===== config.mk =====
export PLATFORM = sky130hd
export DESIGN_NAME = request_encoder_8_to_3_flat
export DESIGN_NICKNAME = d
export VERILOG_FILES = /design/src/rtl/request_encoder_8_to_3_if.sv /design/src/rtl/request_encoder_8_to_3.sv /design/src/flat_wrapper.sv
export SDC_FILE = /design/constraint.sdc
export NUM_CORES = 1
export LEC_CHECK = 0
export ABC_AREA = 1
export CAP_MARGIN = 0
export CORE_MARGIN = 3
export CORE_UTILIZATION = 40
export DETAILED_ROUTE_END_ITERATION = 8
export GPL_TIMING_DRIVEN = 0
export HOLD_SLACK_MARGIN = 0.03
export PLACE_DENSITY = 0.79
export REMOVE_ABC_BUFFERS = 1
export SLEW_MARGIN = 20
export SYNTH_ARGS = -nofsm -noshare
export SYNTH_HDL_FRONTEND = slang
export SYNTH_SLANG_ARGS = --single-unit

===== constraint.sdc =====
create_clock -name clock -period 1.5 [get_ports clock]
set_input_delay 0.15 -clock clock [delete_from_list [all_inputs] [get_ports clock]]
set_output_delay 0.15 -clock clock [all_outputs]
set_load 0.02 [all_outputs]

===== src/rtl/request_encoder_8_to_3_if.sv =====
// Request/grant bus of the 8-to-3 request encoder: request capture controls
// from the control unit, encoded index and pending state back from the encoder.
interface request_encoder_8_to_3_if;
  logic [0:7] request;
  logic       enable;
  logic       clear_all;
  logic       ready;
  logic [2:0] binary;
  logic       valid;
  logic [0:7] pending;

  modport master (
    output request, enable, clear_all, ready,
    input  binary, valid, pending
  );

  modport slave (
    input  request, enable, clear_all, ready,
    output binary, valid, pending
  );
endinterface


===== src/rtl/request_encoder_8_to_3.sv =====
// Sequential 8-to-3 encoder: sticky pending register feeding a valid/ready
// index stream, fixed or round-robin priority selected by ROUND_ROBIN.
module request_encoder_8_to_3 #(
  parameter bit ROUND_ROBIN = 1'b0
) (
  input logic                    clock,
  input logic                    reset_n,
  request_encoder_8_to_3_if.slave bus
);

  typedef enum logic {IDLE, VALID} state_t;

  state_t     state_q, state_d;
  logic [0:7] pending_q, pending_d;
  logic [2:0] binary_q, binary_d;
  logic [2:0] ptr_q, ptr_d;
  logic       valid_q, valid_d;
  logic [0:7] capture;
  logic [0:7] grant_mask;
  logic [0:7] rem;

  // Lowest set index of vec at or after start, wrapping 7 -> 0.
  function automatic logic [2:0] pick(input logic [0:7] vec, input logic [2:0] start);
    logic [2:0] idx;
    logic [2:0] result;
    result = 3'd0;
    for (int i = 7; i >= 0; i--) begin
      idx = start + 3'(i);
      if (vec[idx]) result = idx;
    end
    return result;
  endfunction

  always_comb begin
    // NOTE: every signal written here gets a default first so no path leaves it unassigned (no latches).
    capture        = bus.enable ? bus.request : '0;
    grant_mask     = '0;
    grant_mask[binary_q] = 1'b1;
    rem            = pending_q & ~grant_mask;
    state_d        = state_q;
    pending_d      = pending_q | capture;
    binary_d       = binary_q;
    valid_d        = valid_q;
    ptr_d          = ptr_q;

    case (state_q)
      IDLE: begin
        // Selection uses the pre-edge pending only; same-edge captures wait a cycle.
        if (pending_q != '0) begin
          state_d  = VALID;
          valid_d  = 1'b1;
          binary_d = pick(pending_q, ROUND_ROBIN ? ptr_q : 3'd0);
        end
      end
      VALID: begin
        if (bus.ready) begin
          // Capture is OR-ed after the clear, so a same-edge request re-arms the granted bit.
          pending_d = rem | capture;
          ptr_d     = binary_q + 3'd1;
          if (rem != '0) begin
            binary_d = pick(rem, ROUND_ROBIN ? (binary_q + 3'd1) : 3'd0);
          end else begin
            state_d  = IDLE;
            valid_d  = 1'b0;
            binary_d = 3'd0;
          end
        end
      end
      default: state_d = IDLE;
    endcase

    // Flush overrides captures and handshakes but leaves the rotation pointer alone.
    if (bus.clear_all) begin
      pending_d = '0;
      state_d   = IDLE;
      valid_d   = 1'b0;
      binary_d  = 3'd0;
      ptr_d     = ptr_q;
    end
  end

  always_ff @(posedge clock or negedge reset_n) begin
    if (!reset_n) begin
      state_q   <= IDLE;
      pending_q <= '0;
      binary_q  <= 3'd0;
      valid_q   <= 1'b0;
      ptr_q     <= 3'd0;
    end else begin
      // NOTE: non-blocking assignments so every register samples pre-edge values.
      state_q   <= state_d;
      pending_q <= pending_d;
      binary_q  <= binary_d;
      valid_q   <= valid_d;
      ptr_q     <= ptr_d;
    end
  end

  assign bus.binary  = binary_q;
  assign bus.valid   = valid_q;
  assign bus.pending = pending_q;

endmodule


===== src/flat_wrapper.sv =====
// flat-port wrapper written by rule: the top's interface ports become plain ports
module request_encoder_8_to_3_flat 
#(
  parameter bit ROUND_ROBIN = 1'b0
)
  (clock, reset_n, bus_request, bus_enable, bus_clear_all, bus_ready, bus_binary, bus_valid, bus_pending);
  request_encoder_8_to_3_if bus_i ();
  input logic clock;
  input logic reset_n;
  input wire logic [$bits(bus_i.request)-1:0] bus_request;
  input wire logic [$bits(bus_i.enable)-1:0] bus_enable;
  input wire logic [$bits(bus_i.clear_all)-1:0] bus_clear_all;
  input wire logic [$bits(bus_i.ready)-1:0] bus_ready;
  output wire logic [$bits(bus_i.binary)-1:0] bus_binary;
  output wire logic [$bits(bus_i.valid)-1:0] bus_valid;
  output wire logic [$bits(bus_i.pending)-1:0] bus_pending;
  assign bus_i.request = bus_request;
  assign bus_i.enable = bus_enable;
  assign bus_i.clear_all = bus_clear_all;
  assign bus_i.ready = bus_ready;
  assign bus_binary = bus_i.binary;
  assign bus_valid = bus_i.valid;
  assign bus_pending = bus_i.pending;
  request_encoder_8_to_3 #(.ROUND_ROBIN(ROUND_ROBIN)) u_core (.clock(clock), .reset_n(reset_n), .bus(bus_i));
endmodule

==> Word level (Yosys, flattened, before mapping) <==
Index checks and enable logic that the tools add are counted.
{ "totals": {"reg_bits": 13, "wordCells": 57} }
{ "classes": {"n_reduce_logical": 5, "bitwise_logic": 6, "order_cmp": 2, "mux": 37, "n_eq_ne": 3} }
{ "ops": {"columns": ["operator", "n"], "rows": [
  ["two-way mux 3 bit", 20],
  ["two-way mux 8 bit", 4],
  ["bitwise OR 8 bit", 2],
  ["nonzero test 8 bit", 2],
  ["two-way mux 1 bit", 9],
  ["bitwise AND 8 bit", 1],
  ["NOT 8 bit", 1],
  ["inequality test 3 bit (second input constant)", 2],
  ["case mux 3 bit (2 select lines)", 1],
  [">= comparator 4 bit (second input constant)", 1],
  ["less-than comparator 4 x 1 -> 1 bit (second input constant)", 1],
  ["NOT 3 -> 4 bit", 1],
  ["case mux 1 bit (2 select lines)", 2],
  ["demux 1 bit (select 3 bit)", 1],
  ["inequality test 3 x 2 -> 1 bit (second input constant)", 1],
  ["AND reduction 3 bit", 1],
  ["AND reduction 2 bit", 1],
  ["logical AND 1 bit", 1],
  ["NOT 1 bit", 1]
]} }

==> Depth between registers and ports, before layout <==
{ "depth": {"word_depth": 19, "ltp_mapped": 13, "ltp_nobuf": 13} }

==> Worst setup path after synthesis <==
No wires, ideal clock.
{ "synth_timing": {"path_kind": "reg2reg", "start": "reg u_core.binary_q[2] (netlist: u_core.bus.binary[2])", "end": "reg u_core.valid_q (netlist: u_core.bus.valid)", "path_buffers": 0, "arrival_ns": 1.290, "setup_time_ns": 0.131, "setup_slack_ns": 0.079, "stages_incl_launch_ff": 11, "required_time_ns": 1.369, "cell_sequence": "dfrtp_1 -> inv_2 -> nand2_1 -> o21ai_1 -> nand2_2 -> nor2_2 -> nand2_1 -> nand3_1 -> nand2_1 -> nand2_1 -> o31ai_1"} }
{ "synth_between": {"elab_chain_cells": 10} }
{ "synth_lines": {"columns": ["item", "line", "text"], "rows": [
  ["start: declaration", "request_encoder_8_to_3.sv:15", "logic [2:0] binary_q, binary_d;"],
  ["start signal: assignment", "request_encoder_8_to_3.sv:93", "binary_q <= binary_d;"],
  ["NOT 3 -> 4 bit (implied by the code) (*)", "request_encoder_8_to_3.sv:38", "grant_mask[binary_q] = 1'b1;"],
  [">= comparator 4 bit (implied by the code) / less-than comparator 4 x 1 -> 1 bit (equally long branches)", "request_encoder_8_to_3.sv:38", null],
  ["logical AND 1 bit (implied by the code)", "request_encoder_8_to_3.sv:38", null],
  ["two-way mux 1 bit (implied by the code)", "request_encoder_8_to_3.sv:38", null],
  ["demux 1 bit (select 3 bit) (*)", "request_encoder_8_to_3.sv:38", null],
  ["NOT 8 bit (*)", "request_encoder_8_to_3.sv:39", "rem = pending_q & ~grant_mask;"],
  ["bitwise AND 8 bit (*)", "request_encoder_8_to_3.sv:39", null],
  ["nonzero test 8 bit (*)", "request_encoder_8_to_3.sv:60", "if (rem != '0) begin"],
  ["inequality test 3 bit (no source line) (*)", null, null],
  ["AND reduction 3 bit (no source line) (*)", null, null],
  ["end signal: assignment", "request_encoder_8_to_3.sv:94", "valid_q <= valid_d;"],
  ["end: declaration", "request_encoder_8_to_3.sv:17", "logic valid_q, valid_d;"]
]} }
Mark *: on every way between the ends. The rest lies on a longest branch, timed or not.
A chain may end at the register's enable or synchronous reset.

==> Worst setup path after layout <==
{ "layout_timing": {"start": "reg u_core.binary_q[1] (netlist: u_core.bus.binary[1])", "end": "reg u_core.binary_q[1] (netlist: u_core.bus.binary[1])"} }
{ "layout_between": {"elab_chain_cells": 19} }
{ "layout_lines": {"columns": ["item", "line", "text"], "rows": [
  ["NOT 3 -> 4 bit (implied by the code) (*)", "request_encoder_8_to_3.sv:38", null],
  [">= comparator 4 bit (implied by the code) / less-than comparator 4 x 1 -> 1 bit (equally long branches)", "request_encoder_8_to_3.sv:38", null],
  ["logical AND 1 bit (implied by the code)", "request_encoder_8_to_3.sv:38", null],
  ["two-way mux 1 bit (implied by the code)", "request_encoder_8_to_3.sv:38", null],
  ["demux 1 bit (select 3 bit) (*)", "request_encoder_8_to_3.sv:38", null],
  ["NOT 8 bit (*)", "request_encoder_8_to_3.sv:39", null],
  ["bitwise AND 8 bit (*)", "request_encoder_8_to_3.sv:39", null],
  ["two-way mux 3 bit (8 in series)", "request_encoder_8_to_3.sv:29", "if (vec[idx]) result = idx;"],
  ["two-way mux 3 bit (*)", "request_encoder_8_to_3.sv:60", null],
  ["two-way mux 3 bit (*)", "request_encoder_8_to_3.sv:56", "if (bus.ready) begin"],
  ["case mux 3 bit (2 select lines) (*)", "request_encoder_8_to_3.sv:46", "case (state_q)"],
  ["two-way mux 3 bit (*)", "request_encoder_8_to_3.sv:73", "if (bus.clear_all) begin"]
]} }
Mark *: on every way between the ends. The rest lies on a longest branch, timed or not. The select of a mux whose other input is x is not followed.

==> results.yml <==
clocking:
  cts_tree: "built"
  ctsRootBufferMaster: "clkbuf_4"
  cts_sinks: 13
  clk_latency_ns: 0.29
  cts_hold_buf: 0
  clock_path_buffers: 2
  cts_made_buffers: 3
  htree_levels: 1
  clkTransAtPathRegs_ns: 0.09
critical_path:
  critPathMaxFanout: 5
  crit_path_end_kind: "flop"
  crit_path_start_kind: "flop"
  cp.arrival_ns: 1.70
  worstPathRequired_ns: 1.69
  critical_path_class: "flop to flop"
detailed_routing:
  wl_mm: 2.59
  vias: 993
  drcViolationCount: 0
  viasPerCell: 5.55
  drtPass1Iterations: 4
  antenna_left: 0
  drtIter0Drc: 42
  wl_per_cell_um: 14.5
synthesis:
  ys_types: 20
  yosys_most_used_dff: "dfrtp_1"
  synth-seq-cells: 13
  synthCells: 121
  synth_area_leaders: "dfrtp_1 39%, nand2_1 18%, a31oi_1 6.0%"
  synth.avg_cell_area_sq_um: 6.90
  ys_top_cells_by_count: "40 x nand2_1, 13 x dfrtp_1, 13 x inv_1, 8 x a31oi_1, 8 x o21ai_0"
  syn_area_sq_um: 835
  async_flop_share_pct: 100
  synth.largest_area_cell: "dfrtp_1"
  netlist.area_leader.share_pct: 39.0
  synth-edff-count: 0
  synth-seq-area-share_pct: 39.0
  ys_warn_count: 0
  yosysMostFrequentCell: "nand2_1"
floorplan:
  die-area_sq_mm: 0.00267
  coreArea_sq_mm: 0.00184
  io_pins: 25
  die_w_um: 51.7
  row_count: 15
  start_util_pct: 45.4
  die_h_um: 51.7
min_path:
  hold_class: "input port to async pin"
timing:
  fmax_ghz: 0.666
  fin_hold_ws_ns: 0.227
  max_slew_margin_pct: 60.2
  rsz0062_at_grt: "yes"
  setup_ws_ns: -0.00232
  slew_violations: 0
  period_minus_slack_ns: 1.50
  tightestPinTransition_ns: 0.595
  finClkSkew_ns: 0.00997
  finalSetupViolCount: 1
  final.period_utilization_pct: 100
  hold_violations: 0
finish:
  fin_cells: 179
  fillCellCount: 166
  diodes: 0
  layout-drive-gt1-share_pct: 27.9
  layout.nets: 168
  syn_to_final_growth_pct: 51.0
global_route:
  grt_overflow: 0
  grt_max_degree: 14
  grt_pass1_vias: 789
  grt_pass1_wl_mm: 3.43
  track_usage_pct: 17.1
  antenna_found_initial: 0
power:
  seqPwrFrac_pct: 38.1
  internal-power_mw: 0.734
  sw_frac_of_total_pct: 41.3
  clkPwrFrac_pct: 18.4
  switchingPower_mw: 0.516
  irDropWorstVdd_mv: 0.757
  combPwrFrac_pct: 43.5
  p_leak_nw: 0.669
  power.density_mw_per_mm2: 992
placement:
  dp.cells: 167
  portBuffers: 24
  place_ws_ns: -0.185
  place_hpwl_mm: 1.61
  gp_congestion: 0.923
run:
  max-cap-violations: 0
status:
  violations: "negative setup slack"
  run_status: "complete, but fails checks"
==> metal layers <==
layer  GRT usage, %  wire length, um
met1           22.8             1030
met2           26.7             1240
met3           3.72              263
met4           6.55               59
met5              0                0
==> power by group through the flow <==
stage | clock network (mW) | logic (mW) | registers, mW
4_1_cts | 0.225 | 0.440 | 0.460
2_1_floorplan | 0 | 0.216 | 0.505
3_3_place_gp | 0 | 0.436 | 0.466
6_report | 0.230 | 0.543 | 0.476
5_1_grt | 0.242 | 0.584 | 0.485
3_5_place_dp | 0 | 0.443 | 0.466
==> critical path, stage by stage, from the launching register on <==
cell and delay [ns]:
dfrtp_2 0.45, inv_2 0.09, nand2_2 0.09, o21ai_4 0.19, nand2_2 0.10, nor2_1 0.10
nor2_1 0.05, o21ai_1 0.13, nand3_1 0.11, o21ai_0 0.10
==> cells by family after synthesis <==
| group | after synthesis | synth area share [%] |
|---|---|---|
| simple gates | 62 | 30.9 |
| compound gates | 28 | 20.5 |
| buf+inv | 18 | 9.60 |
| flops | 13 | 39.0 |
==> metrics by stage <==
step / instance area (sq um) / TNS [ns] / util, % / total power, mW
finish: 1260 / -0.00232 / 68.5 / 1.25
detailed placement: 1080 / -0.562 / 58.8 / 0.909
floorplan: 811 / 0 / - / 0.721
global route: 1260 / -0.260 / 68.5 / 1.31
global placement: 1080 / -0.539 / 58.8 / 0.901
CTS: 1110 / -0.00322 / 60.3 / 1.13
==> placed cells by master (no fill, tap or decap), types with 2 or more instances in the layout <==
master            n
nand2_1          34
clkdlybuf4s50_1  13
inv_1            12
nand2_2           9
a31oi_1           8
o21ai_0           8
dlymetal6s2s_1    7
buf_4             7
dfrtp_1           7
nand3_1           6
dfrtp_2           6
nor2_2            5
o21ai_2           4
dlygate4sd2_1     4
a21oi_1           3
nor2_1            3
clkbuf_4          3
inv_2             2
o21ai_4           2
nor3_1            2
==> final timing paths <==
kind / start / to / slack [ns] / depth (start not counted)
worst max-delay path: u_core.bus.binary[1]$_DFFE_PN0P_ / u_core.bus.binary[1]$_DFFE_PN0P_ / -0.002 / 9
worst min-delay path: reset_n / u_core.bus.pending[7]$_DFF_PN0_ / 0.23 / 1
worst max register to register: u_core.bus.binary[1]$_DFFE_PN0P_ / u_core.bus.binary[1]$_DFFE_PN0P_ / -0.002 / 9
worst min register to register: u_core.bus.valid$_DFFE_PN0P_ / u_core.bus.valid$_DFFE_PN0P_ / 0.49 / 2
max in group asynchronous: reset_n / u_core.bus.binary[0]$_DFFE_PN0P_ / 0.84 / 1
min in group clock: bus_clear_all / u_core.bus.pending[7]$_DFF_PN0_ / 0.37 / 2
==> flip-flops by register name, indices dropped and copies added (netlist names) <==
signal,count
u_core.bus.binary,3
u_core.bus.valid,1
u_core.state_q,1
u_core.bus.pending,8
==> timing repair <==
item                                    in CTS  in global routing
pin swaps                                    0                  6
gates resized for setup                      6                 31
endpoints found under the setup margin       5                 12
setup buffers                                0                  8
==> layout make-up <==
cell class,instances,area [sq um],area share (%)
clock buffers,4,26.3,2.09
inverters,15,58.8,4.67
multi-input cells,90,494,39.2
flip-flops and latches,13,333,26.4
well taps,25,31.3,2.48
repair buffers,32,317,25.1
No activity file was read; power rests on OpenSTA's default activity.
